--- config.mk ---
export PLATFORM = sky130hd
export DESIGN_NAME = vehicle_sensor_conditioner
export DESIGN_NICKNAME = d
export VERILOG_FILES = /design/src/rtl/vehicle_sensor_conditioner.sv
export SDC_FILE = /design/constraint.sdc
export NUM_CORES = 1
export LEC_CHECK = 0
export BUFFER_PORTS_ARGS = -buffer_cell sky130_fd_sc_hd__clkbuf_2
export CORE_MARGIN = 10
export CORE_UTILIZATION = 64
export CTS_CLUSTER_SIZE = 28
export DETAILED_ROUTE_END_ITERATION = 8
export GPL_ROUTABILITY_DRIVEN = 0
export PLACE_DENSITY = 0.95
export SETUP_SLACK_MARGIN = 0.4
export SYNTH_ARGS = -nofsm -noshare
export SYNTH_HDL_FRONTEND = slang
export SYNTH_SLANG_ARGS = --single-unit
--- constraint.sdc ---
create_clock -name clk -period 7.15 [get_ports clk]
set_clock_uncertainty 0.2 [all_clocks]
set_input_delay 1.43 -clock clk [delete_from_list [all_inputs] [get_ports clk]]
set_output_delay 1.43 -clock clk [all_outputs]
set_load 0.005 [all_outputs]
--- src/rtl/vehicle_sensor_conditioner.sv ---
// Vehicle sensor conditioner for a country-road loop detector.
//
// Synchronizes and debounces the raw loop input, then qualifies it into a
// vehicle-present request for the signal controller. The request is stretched
// for HOLD cycles after the vehicle leaves. A loop that reads "present" for too
// long is flagged as stuck, and the request is dropped until it releases.
// Vehicle arrivals are counted with saturation.
//
// Parameters:
//   DEBOUNCE    (1..15)    cycles a new synchronized level must persist
//   HOLD        (1..255)   cycles X stays high after the debounced release
//   STUCK_LIMIT (1..65535) cycles of continuous presence before a fault
//
// Ports:
//   clk        in   rising-edge clock
//   rst        in   synchronous, active-high reset
//   sense_raw  in   asynchronous loop detector, 1 = vehicle over loop
//   count_clr  in   synchronous clear of veh_count
//   X          out  qualified vehicle-present request
//   det        out  debounced sensor level
//   fault      out  stuck-sensor indication
//   veh_count  out  vehicles detected since last clear/reset (saturating)
module vehicle_sensor_conditioner #(
  parameter int unsigned DEBOUNCE    = 4,
  parameter int unsigned HOLD        = 8,
  parameter int unsigned STUCK_LIMIT = 200
) (
  input  logic       clk,
  input  logic       rst,
  input  logic       sense_raw,
  input  logic       count_clr,
  output logic       X,
  output logic       det,
  output logic       fault,
  output logic [7:0] veh_count
);

  localparam logic [3:0]  DebLast   = 4'(DEBOUNCE - 1);
  localparam logic [7:0]  HoldInit  = 8'(HOLD - 1);
  localparam logic [15:0] StuckLast = 16'(STUCK_LIMIT - 1);

  typedef enum logic [1:0] {
    StIdle,
    StPresent,
    StHold,
    StFault
  } state_e;

  logic        s1_q, s2_q;
  logic        det_q, det_d;
  logic [3:0]  deb_cnt_q, deb_cnt_d;
  logic [7:0]  hold_cnt_q, hold_cnt_d;
  logic [15:0] stuck_cnt_q, stuck_cnt_d;
  logic [7:0]  cnt_q, cnt_d;
  state_e      state_q, state_d;
  logic        det_rise;

  // Debounce: count consecutive disagreeing samples; the cycle the count would
  // reach DEBOUNCE the level is accepted and the count restarts.
  always_comb begin
    det_d     = det_q;
    deb_cnt_d = '0;
    if (s2_q != det_q) begin
      if (deb_cnt_q == DebLast) begin
        det_d = ~det_q;
      end else begin
        deb_cnt_d = deb_cnt_q + 4'd1;
      end
    end
  end

  assign det_rise = det_d & ~det_q;

  // Counting follows the debounced level directly, independent of FSM state.
  // Clear wins over a coincident increment.
  always_comb begin
    cnt_d = cnt_q;
    if (count_clr) begin
      cnt_d = '0;
    end else if (det_rise && (cnt_q != 8'hFF)) begin
      cnt_d = cnt_q + 8'd1;
    end
  end

  always_comb begin
    state_d     = state_q;
    hold_cnt_d  = hold_cnt_q;
    stuck_cnt_d = stuck_cnt_q;
    case (state_q)
      StIdle: begin
        if (det_q) begin
          state_d     = StPresent;
          stuck_cnt_d = '0;
        end
      end
      StPresent: begin
        if (!det_q) begin
          state_d    = StHold;
          hold_cnt_d = HoldInit;
        end else if (stuck_cnt_q == StuckLast) begin
          state_d = StFault;
        end else begin
          stuck_cnt_d = stuck_cnt_q + 16'd1;
        end
      end
      StHold: begin
        // Retrigger is checked first so a returning vehicle on the expiry
        // cycle never lets X drop.
        if (det_q) begin
          state_d     = StPresent;
          stuck_cnt_d = '0;
        end else if (hold_cnt_q == 8'd0) begin
          state_d = StIdle;
        end else begin
          hold_cnt_d = hold_cnt_q - 8'd1;
        end
      end
      StFault: begin
        if (!det_q) begin
          state_d = StIdle;
        end
      end
      default: state_d = StIdle;
    endcase
  end

  always_ff @(posedge clk) begin
    if (rst) begin
      s1_q        <= 1'b0;
      s2_q        <= 1'b0;
      det_q       <= 1'b0;
      deb_cnt_q   <= '0;
      hold_cnt_q  <= '0;
      stuck_cnt_q <= '0;
      cnt_q       <= '0;
      state_q     <= StIdle;
    end else begin
      s1_q        <= sense_raw;
      s2_q        <= s1_q;
      det_q       <= det_d;
      deb_cnt_q   <= deb_cnt_d;
      hold_cnt_q  <= hold_cnt_d;
      stuck_cnt_q <= stuck_cnt_d;
      cnt_q       <= cnt_d;
      state_q     <= state_d;
    end
  end

  assign X         = (state_q == StPresent) || (state_q == StHold);
  assign fault     = (state_q == StFault);
  assign det       = det_q;
  assign veh_count = cnt_q;

endmodule

==> flow_metrics.py, run 1 <==
metrics = {
    "synth": {
        "yosys_most_used_dff": "dfxtp_1",
        "syn_avg_cell_area_um2": 8.48,
        "synth-seq-cells": 41,
        "syn_nets": 262,
        "yosysUniqueCellTypes": 50,
        "synth_area_mm2": 0.00210,
        "yosys_warnings": 0,
        "synth_edf_count": 0,
        "synth_async_sr_flop_share_pct": 0,
        "seq_area_frac_synth_pct": 39.0,
        "synth_cells": 248,
    },
    "cells_and_area": {
        "layout.nets": 273,
        "regArea_um2": 821,
        "final_area_mm2": 0.00227,
        "multi_input_area_mm2": 0.00119,
        "drive_gt1_share_pct": 9.62,
        "final_core_util_pct": 73.0,
        "nFillCells": 223,
        "antenna_cells": 0,
        "syn_to_final_growth_pct": 7.73,
    },
    "grt": {
        "grt_max_degree": 16,
        "grt_pass1_vias": 1728,
        "grt_pass1_wl_um": 7960,
        "track_usage_pct": 15.6,
        "grt_overflow": 0,
        "antenna_found_initial": 0,
    },
    "die": {
        "io_pins": 15,
        "die-area_mm2": 0.00598,
        "rows": 20,
        "start_util_pct": 67.8,
        "dieWidth_um": 77.3,
        "fp.dieH_um": 77.3,
        "core-area_mm2": 0.00310,
    },
    "setup_path": {
        "crit_chain": "clkbuf_2, nor3_1, nand3_4, o41ai_1",
        "critical_path_class": "in2reg",
        "worstPathMaxFanout": 15,
        "end_kind": "flip-flop",
        "cpPeakStageDelay_ns": 0.72,
        "critical-path-top-delay-family": "simple AND/OR/NAND/NOR gates",
        "slowest_stage": "nor3_1",
        "cp-start-kind": "input port",
        "crit_buf_inv": 1,
        "crit_arrival_ns": 3.08,
        "worstPathRequired_ns": 7.21,
    },
    "timing": {
        "fin_hold_ws_ns": 0.255,
        "setup_tns_ns": 0,
        "slew_headroom_pct": 41.6,
        "fmax_ghz": 0.331,
        "final-setup-viol-count": 0,
        "max_slew.worst_pin.slew_ns": 0.870,
        "slew_violations": 0,
        "rsz0062_at_grt": "no",
        "fin_crit_ns": 3.02,
        "worst_slack_ns": 4.13,
        "period_share_pct": 42.3,
        "hold_viol": 0,
    },
    "drt": {
        "firstDrtPassIters": 5,
        "num_vias": 1902,
        "avgRoutedWirePerCell_um": 15.1,
        "viasPerCell": 6.26,
        "finalWirelength_um": 4590,
        "drc": 0,
        "ant_nets": 0,
        "drt_iter0_drc": 198,
    },
    "clock_network": {
        "holdBufCountCts": 0,
        "cts_tree": "built",
        "cts_setup_buffers": 0,
        "clock-sinks": 41,
        "cts_max_level": 2,
        "numCtsBuffers": 5,
        "clk_latency_ns": 0.36,
        "ctsResizeCount": 0,
        "clk_pin_slew_ns": 0.13,
        "cts.path.max_buffers": 2,
        "root_buffer": "clkbuf_4",
    },
    "power": {
        "powerDensity_mw_per_mm2": 271,
        "max-vdd-ir-drop_v": 0.000237,
        "total_leakage_power_uw": 0.000840,
    },
    "job": {
        "maxCapViolations": 0,
    },
    "hold_path": {
        "hold_class": "reg2reg",
    },
    "placement": {
        "portBuffers": 14,
        "dpl.hpwl_um": 3220,
        "post-place-ws_ns": 3.82,
        "place_area_mm2": 0.00218,
    },
    "run_status": {
        "outcome": "completed",
    },
}
==> worst reg2reg max path: cells and delay by family, from the launching register on <==
kind / cells / cell delay, ns
AO/OA/AOI/OAI: 3 / 0.73
adder cells (fa/ha/maj): 1 / 0.28
AND/OR/NAND/NOR: 2 / 1.04
flip-flops: 1 / 0.47
==> Yosys cell counts (4+ instances only) <==
library cell | instances | area share (%)
a21oi_1 | 8 | 1.9
a31oi_1 | 4 | 1.2
clkbuf_1 | 5 | 0.89
dfxtp_1 | 41 | 39
ha_1 | 10 | 5.9
inv_1 | 11 | 2.0
nand2_1 | 10 | 1.8
nand2b_1 | 5 | 1.5
nand3_1 | 16 | 3.8
nand4_1 | 9 | 2.7
nor2_1 | 31 | 5.5
nor3_1 | 5 | 1.2
nor4_1 | 4 | 1.2
o21ai_0 | 12 | 2.9
o21ai_1 | 10 | 2.4
o31ai_1 | 6 | 2.1
or3_1 | 5 | 1.5
xor2_1 | 11 | 4.6
==> final cells by class <==
class	count	area share, %
sequential	41	36.2
clock inverter	2	1.66
timing repair buffer	14	3.09
tap	44	2.43
clock buffer	6	2.26
multi-input combinational	186	52.5
inverter	11	1.82
==> sequential cells by signal, indices dropped and copies added, names as in the netlist <==
signal       cells
hold_cnt_q       8
s1_q             1
state_q          2
stuck_cnt_q     16
det              1
veh_count        8
deb_cnt_q        4
s2_q             1
==> where the power goes <==
part / switching (uW) / leakage, uW / internal, uW
Clock: 80.9 / 0.0000445 / 83.1
Sequential: 22.2 / 0.000332 / 251
Combinational: 109 / 0.000464 / 68.2
Total: 212 / 0.000840 / 402
==> placed cells by master, fill, tap and decap left out, drive strengths merged, types with 2 or more instances in the layout <==
master	Yosys	routed
o41ai	2	2
nor2b	3	3
a21oi	9	9
a31oi	4	4
nand2b	5	5
inv	11	11
o31ai	6	6
dfxtp	41	41
nand4	9	9
xor2	11	11
nand3	17	17
nand2	10	10
xnor2	3	3
mux2i	3	3
nor3	5	5
or3	5	5
and3	2	2
nor4	4	4
o21ai	22	22
clkbuf	5	20
nor3b	2	2
ha	10	10
nor2	31	31
or4	3	3
a311oi	2	2
==> routing by layer <==
metal | part of all wire [%] | global-route usage (%)
met2 | 50 | 25.4
met1 | 42 | 18.9
met4 | 2.1 | 6.39
met5 | 0 | 0
met3 | 6.3 | 4.43
==> metrics by stage <==
step | std cells | total power [uW]
3_5_place_dp | 296 | 450
2_1_floorplan | 248 | 414
5_1_grt | 304 | 646
4_1_cts | 304 | 612
6_report | 304 | 614
3_3_place_gp | 296 | 441
==> worst paths after layout <==
check | slack [ns] | startpoint | end | depth (start not counted)
min reg2reg | 0.26 | s1_q | s2_q | 1
max reg2reg | 4.35 | state_q[0] | stuck_cnt_q[2] | 6
min | 0.26 | s1_q | s2_q | 1
max | 4.13 | rst | stuck_cnt_q[7] | 4
==> kinds of logic (layout without fill, tap and decap cells) <==
family	Yosys count	count (layout)	share of synthesized area, %
xor gates and xnor gates	14	14	5.83
DFF	41	41	39.0
adders and majority gates	10	10	5.95
buffers and inverters	21	33	4.40
AOI/OAI and AO/OA	54	54	16.5
muxes	3	3	1.43
and+or+nand+nor	105	105	26.8
No activity file was read; power rests on OpenSTA's default activity.
==> run 2, diff against run 1 <==
--- a/config.mk
+++ b/config.mk
@@ -7,11 +7,11 @@
 export LEC_CHECK = 0
 export BUFFER_PORTS_ARGS = -buffer_cell sky130_fd_sc_hd__clkbuf_2
 export CORE_MARGIN = 10
-export CORE_UTILIZATION = 64
+export CORE_UTILIZATION = 59
 export CTS_CLUSTER_SIZE = 28
 export DETAILED_ROUTE_END_ITERATION = 8
 export GPL_ROUTABILITY_DRIVEN = 0
-export PLACE_DENSITY = 0.95
+export PLACE_DENSITY = 0.89
 export SETUP_SLACK_MARGIN = 0.4
 export SYNTH_ARGS = -nofsm -noshare
 export SYNTH_HDL_FRONTEND = slang
==> constraint.sdc (replaced) <==
create_clock -name clk -period 3 [get_ports clk]
set_clock_uncertainty 0.2 [all_clocks]
set_input_delay 0.6 -clock clk [delete_from_list [all_inputs] [get_ports clk]]
set_output_delay 0.6 -clock clk [all_outputs]
set_load 0.005 [all_outputs]
==> flow_metrics.py, run 2 (synthesis results as in run 1) <==
metrics = {
    "run_status": {
        "outcome": "completed",
    },
    "setup_path": {
        "crit_arrival_ns": 2.54,
        "worstPathRequired_ns": 3.07,
        "cpPeakStageDelay_ns": 0.50,
        "slowest_stage": "or4_4",
        "worstPathMaxFanout": 10,
        "crit_chain": "inv_1, ha_2, or4b_1, or4_4, nand3_4, nor3b_1, a211o_1",
        "end_kind": "flip-flop",
        "ff2ff_path_depth": 7,
        "critical_path_depth": 7,
        "crit_buf_inv": 1,
        "critical_path_class": "reg2reg",
        "critical-path-top-delay-family": "simple AND/OR/NAND/NOR gates",
        "cp-start-kind": "flip-flop",
    },
    "grt": {
        "grt_pass1_wl_um": 7630,
        "use_met1_pct": 17.0,
        "gr-usage-met2_pct": 24.0,
        "grt_overflow": 0,
        "grt_max_degree": 16,
        "track_usage_pct": 14.5,
        "grt_use_met3_pct": 4.28,
        "antenna_found_initial": 0,
        "grt_pass1_vias": 1757,
        "busiest_layer": "met2",
    },
    "placement": {
        "portBuffers": 14,
        "place_area_mm2": 0.00219,
        "dpl.hpwl_um": 3210,
    },
    "timing": {
        "fin_crit_ns": 2.47,
        "max_slew.worst_pin.slew_ns": 0.493,
        "rsz0062_at_grt": "no",
        "fmax_ghz": 0.404,
        "hold_viol": 0,
        "slew_violations": 0,
        "period_share_pct": 82.4,
        "final-setup-viol-count": 0,
        "setup_tns_ns": 0,
        "slew_headroom_pct": 67.0,
    },
    "hold_path": {
        "worstHoldPathCells": 2,
        "hold_class": "in2reg",
    },
    "drt": {
        "firstDrtPassIters": 5,
        "avgRoutedWirePerCell_um": 14.8,
        "drc": 0,
        "num_vias": 1904,
        "viasPerCell": 6.14,
        "drt_iter0_drc": 141,
        "ant_nets": 0,
        "finalWirelength_um": 4570,
    },
    "clock_network": {
        "holdBufCountCts": 0,
        "cts_tree": "built",
        "root_buffer": "clkbuf_4",
        "clock-sinks": 41,
        "cts.path.max_buffers": 2,
        "cts_max_level": 2,
        "numCtsBuffers": 5,
        "clk_pin_slew_ns": 0.13,
        "clk_latency_ns": 0.37,
    },
    "power": {
        "combPwrFrac_pct": 29.9,
        "powerDensity_mw_per_mm2": 647,
        "p_clk_share_pct": 26.4,
        "netSwitchingFraction_pct": 34.1,
        "max-vdd-ir-drop_v": 0.000420,
        "total_leakage_power_uw": 0.000864,
        "switching_power_uw": 510,
        "p_int_uw": 986,
        "power_frac_seq_pct": 43.7,
    },
    "cells_and_area": {
        "drive_gt1_share_pct": 12.5,
        "final_cell_mix": "40 x dfxtp_1, 31 x nor2_1, 16 x nand3_1, 14 x clkbuf_2, 12 x o21ai_0",
        "nFillCells": 265,
        "regArea_um2": 822,
        "final_common_cell": "dfxtp_1",
        "layout.nets": 277,
        "final_area_mm2": 0.00231,
        "syn_to_final_growth_pct": 9.93,
        "largest_register_ffs": 16,
        "antenna_cells": 0,
        "multi_input_area_mm2": 0.00120,
        "regMostFlops": "stuck_cnt_q",
    },
    "die": {
        "fp.dieH_um": 79.7,
        "dieWidth_um": 79.7,
        "rows": 21,
        "start_util_pct": 62.1,
        "die-area_mm2": 0.00635,
        "io_pins": 15,
        "core-area_mm2": 0.00339,
    },
    "job": {
        "maxCapViolations": 0,
    },
}
[run 2: cell types whose count changed in the layout (fill, tap and decap cells not counted)]
cell | before | now
buf_4 | 0 | 4
or4_4 | 0 | 1
or4_1 | 3 | 2
ha_1 | 10 | 9
dfxtp_2 | 0 | 1
nor4b_2 | 0 | 1
ha_2 | 0 | 1
nor4b_1 | 1 | 0
dfxtp_1 | 41 | 40
[run 2: worst reg2reg max path: stages (launching register included)]
cell     delay [ns]
dfxtp_1        0.37
inv_1          0.12
ha_2           0.22
or4b_1         0.45
or4_4          0.50
nand3_4        0.18
nor3b_1        0.07
a211o_1        0.26
[run 2: stage by stage]
step / worst slack (ns) / hold WS [ns] / instances / total power [uW] / util [%]
CTS: 0.486 / 0.245 / 310 / 1480 / 67.9
global placement: 0.446 / 0.216 / 300 / 1060 / 64.7
detailed placement: 0.306 / 0.224 / 300 / 1080 / 64.7
global route: 0.414 / 0.241 / 310 / 1570 / 68.2
floorplan: 0.649 / 0.214 / 248 / 986 / -
finish: 0.527 / 0.239 / 310 / 1500 / 68.2
[run 2: area by class of cell]
class / instances / share of cell area [%]
clock inverter: 2 / 1.62
timing repair buffer: 18 / 4.33
multi-input combinational: 186 / 52.0
clock buffer: 6 / 2.22
inverter: 11 / 1.79
sequential: 41 / 35.6
tap: 46 / 2.49
[run 2: layer usage]
layer / share of wire, % / up-vias
li1: - / 924
met1: 44 / 878
met2: 48 / 88
met3: 6.3 / 14
met4: 2.1 / 0
met5: 0 / -
[run 2: power groups by stage]
| stage | combinational [uW] | clock, uW | sequential [uW] |
|---|---|---|---|
| 5_1_grt | 500 | 410 | 663 |
| 6_report | 447 | 394 | 654 |
| 3_3_place_gp | 404 | 0 | 658 |
| 4_1_cts | 435 | 393 | 649 |
| 3_5_place_dp | 422 | 0 | 661 |
| 2_1_floorplan | 336 | 0 | 650 |
[run 2: final timing paths]
path	slack (ns)	startpoint	endpoint
hold / removal	0.24	sense_raw	s1_q
setup reg to reg	0.53	state_q[1]	stuck_cnt_q[13]
setup / recovery	0.53	state_q[1]	stuck_cnt_q[13]
hold reg to reg	0.26	s1_q	s2_q
[run 2: timing repair]
item,in CTS,in global routing
setup buffers,2,0
setup endpoints to repair,15,3
pin swaps,1,0
resized for setup,1,3
==> run 3, diff against run 2 <==
--- a/config.mk
+++ b/config.mk
@@ -7,11 +7,11 @@
 export LEC_CHECK = 0
 export BUFFER_PORTS_ARGS = -buffer_cell sky130_fd_sc_hd__clkbuf_2
 export CORE_MARGIN = 10
-export CORE_UTILIZATION = 59
+export CORE_UTILIZATION = 53
 export CTS_CLUSTER_SIZE = 28
 export DETAILED_ROUTE_END_ITERATION = 8
 export GPL_ROUTABILITY_DRIVEN = 0
-export PLACE_DENSITY = 0.89
+export PLACE_DENSITY = 0.85
 export SETUP_SLACK_MARGIN = 0.4
 export SYNTH_ARGS = -nofsm -noshare
 export SYNTH_HDL_FRONTEND = slang
==> constraint.sdc (replaced) <==
create_clock -name clk -period 2.1 [get_ports clk]
set_clock_uncertainty 0.2 [all_clocks]
set_input_delay 0.42 -clock clk [delete_from_list [all_inputs] [get_ports clk]]
set_output_delay 0.42 -clock clk [all_outputs]
set_load 0.005 [all_outputs]
==> flow_metrics.py, run 3 (synthesis results as in run 1) <==
metrics = {
    "placement": {
        "place_area_mm2": 0.00250,
        "portBuffers": 14,
        "post-place-ws_ns": -0.223,
        "dpl.hpwl_um": 3660,
    },
    "setup_path": {
        "ff2ff_path_depth": 8,
        "end_kind": "flip-flop",
        "worstPathRequired_ns": 2.05,
        "cp-start-kind": "flip-flop",
        "worstPathMaxFanout": 4,
        "crit_arrival_ns": 2.30,
        "crit_start": "state_q[1]",
        "r2r_start": "state_q[1]",
        "critical_path_class": "reg2reg",
    },
    "die": {
        "io_pins": 15,
        "fp.dieH_um": 83.0,
        "rows": 22,
        "core-area_mm2": 0.00374,
        "die-area_mm2": 0.00689,
        "dieWidth_um": 83.0,
        "start_util_pct": 56.2,
    },
    "drt": {
        "drc": 0,
        "num_vias": 2450,
        "firstDrtPassIters": 5,
        "drt_iter0_drc": 428,
        "avgRoutedWirePerCell_um": 23.9,
        "finalWirelength_um": 8680,
        "ant_nets": 0,
        "viasPerCell": 6.75,
    },
    "timing": {
        "final-setup-viol-count": 16,
        "period_share_pct": 112,
        "fmax_ghz": 0.426,
        "fin_crit_ns": 2.35,
        "setup_tns_ns": -2.65,
        "hold_viol": 0,
        "fin_hold_ws_ns": 0.141,
        "worst_slack_ns": -0.249,
        "rsz0062_at_grt": "yes",
        "slew_headroom_pct": 63.2,
        "slew_violations": 0,
        "max_slew.worst_pin.slew_ns": 0.547,
    },
    "grt": {
        "grt_overflow": 0,
        "grt_max_degree": 15,
        "grt_pass1_wl_um": 11200,
        "track_usage_pct": 18.8,
        "grt_pass1_vias": 2301,
        "antenna_found_initial": 0,
    },
    "clock_network": {
        "clk_latency_ns": 0.31,
        "numCtsBuffers": 5,
        "clock-sinks": 41,
        "cts.path.max_buffers": 2,
        "cts_max_level": 2,
        "cts_tree": "built",
        "root_buffer": "clkbuf_8",
        "clk_pin_slew_ns": 0.09,
        "holdBufCountCts": 0,
    },
    "hold_path": {
        "min_from": "sense_raw",
        "hold_class": "in2reg",
        "worstHoldPathCells": 2,
    },
    "cells_and_area": {
        "final_core_util_pct": 82.9,
        "antenna_cells": 0,
        "layout.nets": 328,
        "drive_gt1_share_pct": 42.9,
        "final_cell_mix": "45 x buf_4, 30 x dfxtp_1, 29 x nor2_1, 17 x o21ai_1, 13 x clkbuf_2",
        "regMostFlops": "stuck_cnt_q",
        "regArea_um2": 842,
        "final_area_mm2": 0.00310,
        "final_common_cell": "buf_4",
        "syn_to_final_growth_pct": 47.6,
        "largest_register_ffs": 16,
        "multi_input_area_mm2": 0.00153,
        "nFillCells": 192,
    },
    "power": {
        "max-vdd-ir-drop_v": 0.00115,
        "total_leakage_power_uw": 0.00120,
        "powerDensity_mw_per_mm2": 961,
    },
    "run_status": {
        "outcome": "finished with violations",
        "violations": "setup timing",
    },
    "job": {
        "maxCapViolations": 0,
    },
}
==> run 3: cell count changes in the layout (fill, tap and decap cells not counted), sizes merged <==
cell      change
buf          +52
clkbuf        -2
bufinv        -1
clkinvlp      +1
inv           +1
==> run 3: report_power, final <==
part / internal (uW) / switching [uW]
Combinational: 642 / 816
Clock: 235 / 319
Sequential: 860 / 111
==> run 3: repair_timing <==
item                                    in CTS  in global routing
resized for setup                           48                 28
gates cloned                                 0                  0
pin swaps                                   15                 26
endpoints found under the setup margin      34                 35
setup buffers                               11                 10
==> run 3: worst max-delay path: stages (launching register included) <==
cell and delay (ns):
dfxtp_2 0.35, inv_2 0.08, ha_4 0.13, or4b_4 0.45, or4_4 0.49, buf_4 0.17, buf_6 0.12, nand4_1 0.08
o21ai_0 0.14
==> run 3: final timing paths <==
kind / endpoint / slack [ns]
setup / recovery: stuck_cnt_q[11] / -0.25
setup reg to reg: stuck_cnt_q[11] / -0.25
hold / removal: s1_q / 0.14
hold reg to reg: s2_q / 0.27
==> run 3: final cells by class <==
| class | count | area share (%) |
|---|---|---|
| clock inverters | 3 | 0.685 |
| multi-input cells | 186 | 49.4 |
| flip-flops and latches | 41 | 27.1 |
| repair buffers | 69 | 17.1 |
| well taps | 48 | 1.93 |
| inverters | 11 | 1.57 |
| clock buffers | 5 | 2.22 |
==> run 3: through the flow <==
stage,power (uW),instances
4_1_cts,2550,353
5_1_grt,3040,363
2_1_floorplan,1460,248
3_3_place_gp,1680,334
3_5_place_dp,1730,334
6_report,2980,363
==> run 3: layer usage <==
layer / routed length [um] / vias to the layer above / share of wire [%] / GRT usage [%]
li1: - / 1032 / - / -
met2: 4230 / 221 / 49 / 33.8
met5: 0 / - / 0 / 0
met4: 683 / 0 / 7.9 / 9.38
met1: 2940 / 1119 / 34 / 20.4
met3: 822 / 78 / 9.5 / 3.42
